**config.mk**
```make
export PLATFORM = sky130hd
export DESIGN_NAME = cache_fill_ctrl
export DESIGN_NICKNAME = d
export VERILOG_FILES = /design/src/rtl/cache_fill_pkg.sv /design/src/rtl/fill_word_counter.sv /design/src/rtl/cache_fill_ctrl.sv
export SDC_FILE = /design/constraint.sdc
export NUM_CORES = 1
export LEC_CHECK = 0
export BUFFER_PORTS_ARGS = -buffer_cell sky130_fd_sc_hd__buf_4
export CAP_MARGIN = 10
export CORE_AREA = 5 5 75 77
export CTS_BUF_LIST = sky130_fd_sc_hd__clkbuf_8 sky130_fd_sc_hd__clkbuf_16
export CTS_CLUSTER_DIAMETER = 40
export CTS_CLUSTER_SIZE = 10
export DETAILED_ROUTE_END_ITERATION = 10
export DIE_AREA = 0 0 80 82
export GPL_TIMING_DRIVEN = 0
export PLACE_DENSITY_LB_ADDON = 0.1
export RECOVER_POWER = 100
export SLEW_MARGIN = 5
export SYNTH_ARGS = -nofsm -noshare
export SYNTH_HDL_FRONTEND = slang
export SYNTH_SLANG_ARGS = --single-unit
```
**constraint.sdc**
```tcl
create_clock -name clk -period 1.4 [get_ports clk]
set_input_delay 0.28 -clock clk [delete_from_list [all_inputs] [get_ports clk]]
set_output_delay 0.28 -clock clk [all_outputs]
set_load 0.05 [all_outputs]
```
**src/rtl/cache_fill_pkg.sv**
```systemverilog
// cache_fill_pkg: shared types and constants for the cache miss fill sequencer
//   state_t            sequencer states
//   SEL_I / SEL_D      encoding of the granted cache
//   WORDS_PER_BLOCK    words per 16-byte block, CNT_W its counter width
//   BLOCK_OFFSET_MASK  clears the byte offset within a block
package cache_fill_pkg;
  localparam int WORDS_PER_BLOCK = 8;
  localparam int CNT_W = $clog2(WORDS_PER_BLOCK);
  localparam logic [15:0] BLOCK_OFFSET_MASK = 16'hFFF0;
  localparam logic SEL_I = 1'b0;
  localparam logic SEL_D = 1'b1;
  typedef enum logic [1:0] {IDLE, FILL, TAG} state_t;
endpackage

```
**src/rtl/fill_word_counter.sv**
```systemverilog
// fill_word_counter: word index within a block fill
//   clk, rst  clock and synchronous active-high reset
//   clr       return to word 0
//   inc       advance one word
//   count     current word index
//   done      the last word of the block is being counted this cycle
module fill_word_counter
  import cache_fill_pkg::*;
(
  input  logic             clk,
  input  logic             rst,
  input  logic             clr,
  input  logic             inc,
  output logic [CNT_W-1:0] count,
  output logic             done
);
  always_ff @(posedge clk) begin
    if (rst || clr) count <= '0;
    else if (inc) count <= count + 1'b1;
  end
  assign done = inc && (count == CNT_W'(WORDS_PER_BLOCK - 1));
endmodule

```
**src/rtl/cache_fill_ctrl.sv**
```systemverilog
// cache_fill_ctrl: miss-handling sequencer shared by the I-cache and D-cache
//   i_miss/d_miss, *_miss_addr   held miss requests from each cache
//   mem_en, mem_addr             one pipelined word read per cycle
//   mem_data_valid, mem_data_in  in-order read returns
//   fill_data, fill_addr         write port into the granted cache's data array
//   i_/d_data_wr, i_/d_tag_wr    per-cache data and tag write strobes
//   i_busy, d_busy               fill in progress for that cache
module cache_fill_ctrl
  import cache_fill_pkg::*;
#(
  parameter int ADDR_WIDTH = 16,
  parameter int DATA_WIDTH = 16
) (
  input  logic                  clk,
  input  logic                  rst,
  input  logic                  i_miss,
  input  logic [ADDR_WIDTH-1:0] i_miss_addr,
  input  logic                  d_miss,
  input  logic [ADDR_WIDTH-1:0] d_miss_addr,
  output logic                  mem_en,
  output logic [ADDR_WIDTH-1:0] mem_addr,
  input  logic                  mem_data_valid,
  input  logic [DATA_WIDTH-1:0] mem_data_in,
  output logic [DATA_WIDTH-1:0] fill_data,
  output logic [ADDR_WIDTH-1:0] fill_addr,
  output logic                  i_data_wr,
  output logic                  d_data_wr,
  output logic                  i_tag_wr,
  output logic                  d_tag_wr,
  output logic                  i_busy,
  output logic                  d_busy
);
  state_t state;
  logic sel;
  logic last_grant;
  logic issuing;
  logic [ADDR_WIDTH-1:0] base;
  logic [CNT_W-1:0] issue_cnt;
  logic [CNT_W-1:0] recv_cnt;
  logic issue_done;
  logic recv_done;
  logic grant_d;
  logic rx;
  logic idle;
  // D wins unless it won the previous contested-or-not grant while I waits
  assign grant_d = d_miss && (!i_miss || last_grant != SEL_D);
  assign idle = state == IDLE;
  assign rx = state == FILL && mem_data_valid;
  assign mem_en = state == FILL && issuing;
  fill_word_counter u_issue (
    .clk(clk), .rst(rst), .clr(idle), .inc(mem_en), .count(issue_cnt), .done(issue_done)
  );
  fill_word_counter u_recv (
    .clk(clk), .rst(rst), .clr(idle), .inc(rx), .count(recv_cnt), .done(recv_done)
  );
  always_ff @(posedge clk) begin
    if (rst) begin
      state <= IDLE;
      sel <= SEL_I;
      last_grant <= SEL_I;
      issuing <= 1'b0;
      base <= '0;
    end else begin
      case (state)
        IDLE: if (i_miss || d_miss) begin
          sel <= grant_d;
          last_grant <= grant_d;
          base <= (grant_d ? d_miss_addr : i_miss_addr) & ADDR_WIDTH'(BLOCK_OFFSET_MASK);
          issuing <= 1'b1;
          state <= FILL;
        end
        FILL: begin
          if (issue_done) issuing <= 1'b0;
          if (recv_done) state <= TAG;
        end
        default: state <= IDLE;
      endcase
    end
  end
  // word offsets stay inside the block, so these adds never carry past bit 3
  assign mem_addr = mem_en ? base + ADDR_WIDTH'({issue_cnt, 1'b0}) : '0;
  assign fill_addr = rx ? base + ADDR_WIDTH'({recv_cnt, 1'b0}) : base;
  assign fill_data = mem_data_in;
  assign i_data_wr = rx && sel == SEL_I;
  assign d_data_wr = rx && sel == SEL_D;
  assign i_tag_wr = state == TAG && sel == SEL_I;
  assign d_tag_wr = state == TAG && sel == SEL_D;
  assign i_busy = !idle && sel == SEL_I;
  assign d_busy = !idle && sel == SEL_D;
endmodule
```
## Word level (Yosys, flattened, before mapping)

Cells that the tools add are included.

- Add/sub/neg operators: 4
- $mul: 0
- Divide/modulo/power cells: 0
- Order comparisons: 0
- Equality and inequality tests: 7
- Shifts and indexed selects: 0
- Multiplexer cells: 9
- Bitwise gates (word level): 1
- Reductions and logical operators: 21

Operator list:

| operator | number |
|---|---|
| $mux 16 | 3 |
| $add 16x4->16 | 2 |
| $logic_and 1x1->1 | 11 |
| $add 3x1->3 const B | 2 |
| $eq 3x3->1 const B | 2 |
| $mux 2 | 2 |
| $ne 2x2->1 const B | 2 |
| $pmux 2 s2 | 1 |
| $reduce_and 2->1 | 2 |
| $logic_or 1x1->1 | 3 |
| $reduce_and 3->1 | 1 |
| $eq 2x1->1 const B | 1 |
| $eq 2x2->1 const B | 1 |
| $logic_not 1->1 | 2 |
| $logic_not 2->1 | 1 |
| $mux 1 | 2 |
| $ne 2x1->1 const B | 1 |
| $pmux 1 s2 | 1 |
| $reduce_bool 2->1 | 1 |
| $not 1->1 | 1 |

- Register bits after elaboration: 22
- Bits in latches: 0
- RAM bits: 0
- Memory bits (read-only): 0
- Bits of input ports: 53
- Output and inout port bits: 55
- Logic and storage cells: 48
- Memories: 0

## Longest topological paths before layout

- Depth in word-level cells: 5
- Depth in mapped cells: 5
- Gate-level depth less buffers: 5

## Cells and area by module

Synthesis repeated with hierarchy kept, for this count alone.

- Cell total of the unflattened synthesis: 158
- Area, all modules: 1370.1 um2

Modules (own cells, without submodules):

| module | instances | cells each | area an instance (um2) | seq. area each (um2) |
|---|---|---|---|---|
| cache_fill_ctrl | 1 | 134 | 1087.3 | 320.3 |
| fill_word_counter | 2 | 12 | 141.4 | 60.1 |

## Worst setup path before layout

Ideal clock, no wire load.

- Kind: register -> output
- From: reg state[1]
- To: out i_tag_wr
- Arrival time: 1618 ps
- Required time: 1120 ps
- Path slack: -498 ps
- Stages on the path, launching flop included: 3
- Buffers on the path: 1
- Path through: dfxtp_1 > buf_6 > nor3b_1

- Cells in the longest elaborated chain, start to end: 2

RTL lines:

| what | RTL line | source |
|---|---|---|
| from (decl) | cache_fill_ctrl.sv:33 | `state_t state;` |
| from (signal assigned) | cache_fill_ctrl.sv:58 | `state <= IDLE;` |
| from (signal assigned) | cache_fill_ctrl.sv:70 | `state <= FILL;` |
| from (signal assigned) | cache_fill_ctrl.sv:74 | `if (recv_done) state <= TAG;` |
| $eq 2x2->1 | cache_fill_ctrl.sv:86 | `assign i_tag_wr = state == TAG && sel == SEL_I;` |
| $logic_and 1x1->1 | cache_fill_ctrl.sv:86 |  |
| to (decl) | cache_fill_ctrl.sv:28 | `output logic i_tag_wr,` |

No other way between the ends.

## Worst setup path after layout

- From: reg state[1]
- To: out mem_addr[4]

- Cells in the longest elaborated chain, start to end: 3

RTL lines:

| what | RTL line | source |
|---|---|---|
| $eq 2x1->1 | cache_fill_ctrl.sv:49 | `assign mem_en = state == FILL && issuing;` |
| $logic_and 1x1->1 | cache_fill_ctrl.sv:49 |  |
| $mux 16 | cache_fill_ctrl.sv:81 | `assign mem_addr = mem_en ? base + ADDR_WIDTH'({issue_cnt, 1'b0}) : '0;` |
| to (decl) | cache_fill_ctrl.sv:21 | `output logic [ADDR_WIDTH-1:0] mem_addr,` |

No other way between the ends.

==> flow_summary.json <==
{
  "start_util_pct": 28.8,
  "synth-edff-count": 0,
  "yosysSeqAreaShare_pct": 31.0,
  "fin_nets": 332,
  "p_int_w": 0.00129,
  "avgRoutedWirePerCell_um": 13.0,
  "grt_max_degree": 13,
  "route.detailed.drc": 0,
  "fin_crit_ns": 1.67,
  "timing.final.ws_setup_ns": -0.271,
  "post-route-period-util_pct": 119,
  "cts_hold_buf": 0,
  "synth_ff_type": "dfxtp_1",
  "n_fill_cell": 500,
  "ant_nets": 0,
  "hold_viol": 0,
  "hpwl_um": 3270,
  "sw_frac_of_total_pct": 37.5,
  "synth_cell_types": 31,
  "vias_per_cell": 4.40,
  "whs_endpoint": "last_grant",
  "critPathLaunchType": "flip-flop",
  "power.leakage_nw": 1.19,
  "avgSynthCellArea_um2": 8.57,
  "finalMaxSlewViolations": 0,
  "worstPathRequired_ns": 1.12,
  "wl_met1_um": 1930,
  "hold_ws_ns": 0.205,
  "end_kind": "output pin",
  "clockRootBuffer": "clkbuf_8",
  "min_path_type": "input pin to flip-flop",
  "final_cell_mix": "buf_4 (58), nand2_1 (27), buf_8 (21)",
  "rows": 26,
  "clkPwrFrac_pct": 22.0,
  "dr.max_layer_used": "met4",
  "min_from": "rst",
  "path_clk_slew_ns": 0.08,
  "critPathKind": "flip-flop to output pin",
  "worst_pin_slew_ns": 0.691,
  "worstRegToRegCells": 7,
  "firstDrtPassIters": 4,
  "synth_warnings": 0,
  "drive_above_1_share_pct": 58.4,
  "grt_pass1_wl_um": 6560,
  "tritoncts": "done",
  "reg2reg_to": "base[13]",
  "final_common_cell": "buf_4",
  "place_worst_setup_slack_ns": -0.111,
  "clock_latency_ns": 0.26,
  "switchingPower_w": 0.000778,
  "combPwrFrac_pct": 43.5,
  "place_congestion": 0.719,
  "synth_seq_cells": 22,
  "async_flop_share_pct": 0,
  "chipHeight_um": 82,
  "p_seq_share_pct": 34.5,
  "total_power_w": 0.00207,
  "cap_violations": 0,
  "whs_path_depth": 2,
  "regToRegSetupSlack_ns": 0.05,
  "grt_pass1_vias": 1489,
  "drtIter0Drc": 47,
  "r2r_start": "state[1]",
  "core-area_mm2": 0.00494,
  "route.met3.wl_um": 391,
  "regArea_um2": 447,
  "routed-via-count": 1512,
  "setup_viol": 25,
  "syn2layout_area_growth_pct": 82.3,
  "antenna-diode-count": 0,
  "dieArea_mm2": 0.00656,
  "grt.overflow.total": 0,
  "cts_max_level": 1,
  "slew_headroom_pct": 53.9,
  "grt_util_all_layers_pct": 12.5,
  "synth.cell_area_mm2": 0.00142,
  "port-buffer-count": 80,
  "synthCells": 166,
  "fmax_ghz": 0.598,
  "final_core_util_pct": 52.5,
  "numCtsBuffers": 3,
  "netlist.top_cell.by_area": "dfxtp_1",
  "violations": "setup timing",
  "worstPathArrival_ns": 1.39,
  "pin_count": 108,
  "p_per_area_mw_per_mm2": 799,
  "rsz0062_at_grt": "true",
  "dr_wl_met2_um": 2150,
  "status": "finished, violations left",
  "die_w_um": 80,
  "wirelength_um": 4490,
  "critPathMaxFanout": 8,
  "synthTopCellsByArea": "dfxtp_1 (31%), a311oi_2 (11%), buf_4 (11%), nand2_1 (7.4%), a21oi_1 (7.0%)",
  "clk_path_buf_depth": 2,
  "cts.sinks": 22,
  "synth_top_area_share_pct": 31.0,
  "multiInputGateArea_um2": 842,
  "peakVddDrop_v": 0.000346,
  "antenna_found_initial": 0,
  "skew_ns": 0.00250
}
worst max-delay path by stage:
| stage | startpoint | endpoint | slack [ns] | cells after the start |
|---|---|---|---|---|
| global route | state[1] | mem_addr[4] | -0.32 | 5 |
| global placement | state[0] | mem_addr[8] | -0.12 | 5 |
| CTS | state[1] | fill_addr[3] | -0.29 | 5 |
| floorplan | state[1] | i_data_wr | -0.01 | 5 |
| detailed placement | state[0] | mem_addr[8] | -0.11 | 5 |
| finish | state[1] | mem_addr[4] | -0.27 | 5 |
registers in the layout (all words and copies together) (netlist names):
signal,cells
base,12
issuing,1
last_grant,1
state,2
u_issue.count,3
u_recv.count,3
through the flow:
stage	cell area, µm²	setup TNS [ns]	std cells
after floorplan	1500	-0.0506	167
after global placement	2180	-1.50	317
after detailed placement	2180	-1.44	317
after CTS	2530	-4.88	332
after global routing	2590	-6.49	344
final	2590	-5.13	344
power by group through the flow:
| stage | registers, W | clock network [W] | logic (W) |
|---|---|---|---|
| final | 0.000714 | 0.000457 | 0.000901 |
| after CTS | 0.000715 | 0.000475 | 0.000881 |
| after global placement | 0.000732 | 0 | 0.000800 |
| after floorplan | 0.000848 | 0 | 0.000447 |
| after global routing | 0.000722 | 0.000501 | 0.000958 |
| after detailed placement | 0.000730 | 0 | 0.000804 |
cell families after synthesis:
group / Yosys count / share of synthesized area (%)
buf+inv: 31 / 15.9
flops: 22 / 31.0
compound gates: 43 / 24.4
fa+ha+maj: 4 / 3.52
other cells: 1 / 0.264
simple gates: 65 / 25.0
final cells by class:
| type | instances | area share, % |
|---|---|---|
| Tap cell | 70 | 3.38 |
| Timing Repair Buffer | 104 | 35.5 |
| Multi-Input combinational cell | 114 | 32.5 |
| Sequential cell | 22 | 17.2 |
| Clock buffer | 4 | 2.12 |
| Buffer | 30 | 9.31 |
Yosys cell counts, types with 3 or more instances:
cell type / instances
buf_2: 4
a311oi_2: 10
and2_1: 15
nor2_1: 3
a21oi_1: 20
nand2_1: 28
dfxtp_1: 22
buf_4: 20
and3_1: 4
o21ai_0: 5
ha_1: 4
a311oi_1: 3
nor2b_1: 3
buf_6: 4
routing by layer:
layer | track usage [%] | vias up
met5 | 0 | -
met4 | 2.53 | 0
met3 | 4.39 | 2
met2 | 20.8 | 66
met1 | 15.8 | 674
li1 | - | 770
worst max-delay path: stages, from the launching register on:
cell and delay [ns]:
dfxtp_2 0.33, and3b_1 0.22, buf_6 0.16, clkbuf_16 0.15
and2_4 0.14, buf_8 0.14
what timing repair did:
item                                    4_1_cts  5_1_grt
gates cloned                                  0        2
gates resized for setup                      62        7
endpoints found under the setup margin       24       34
pin swaps                                    11        2
buffers inserted                             12       11
No activity file was read; power rests on OpenSTA's default activity.
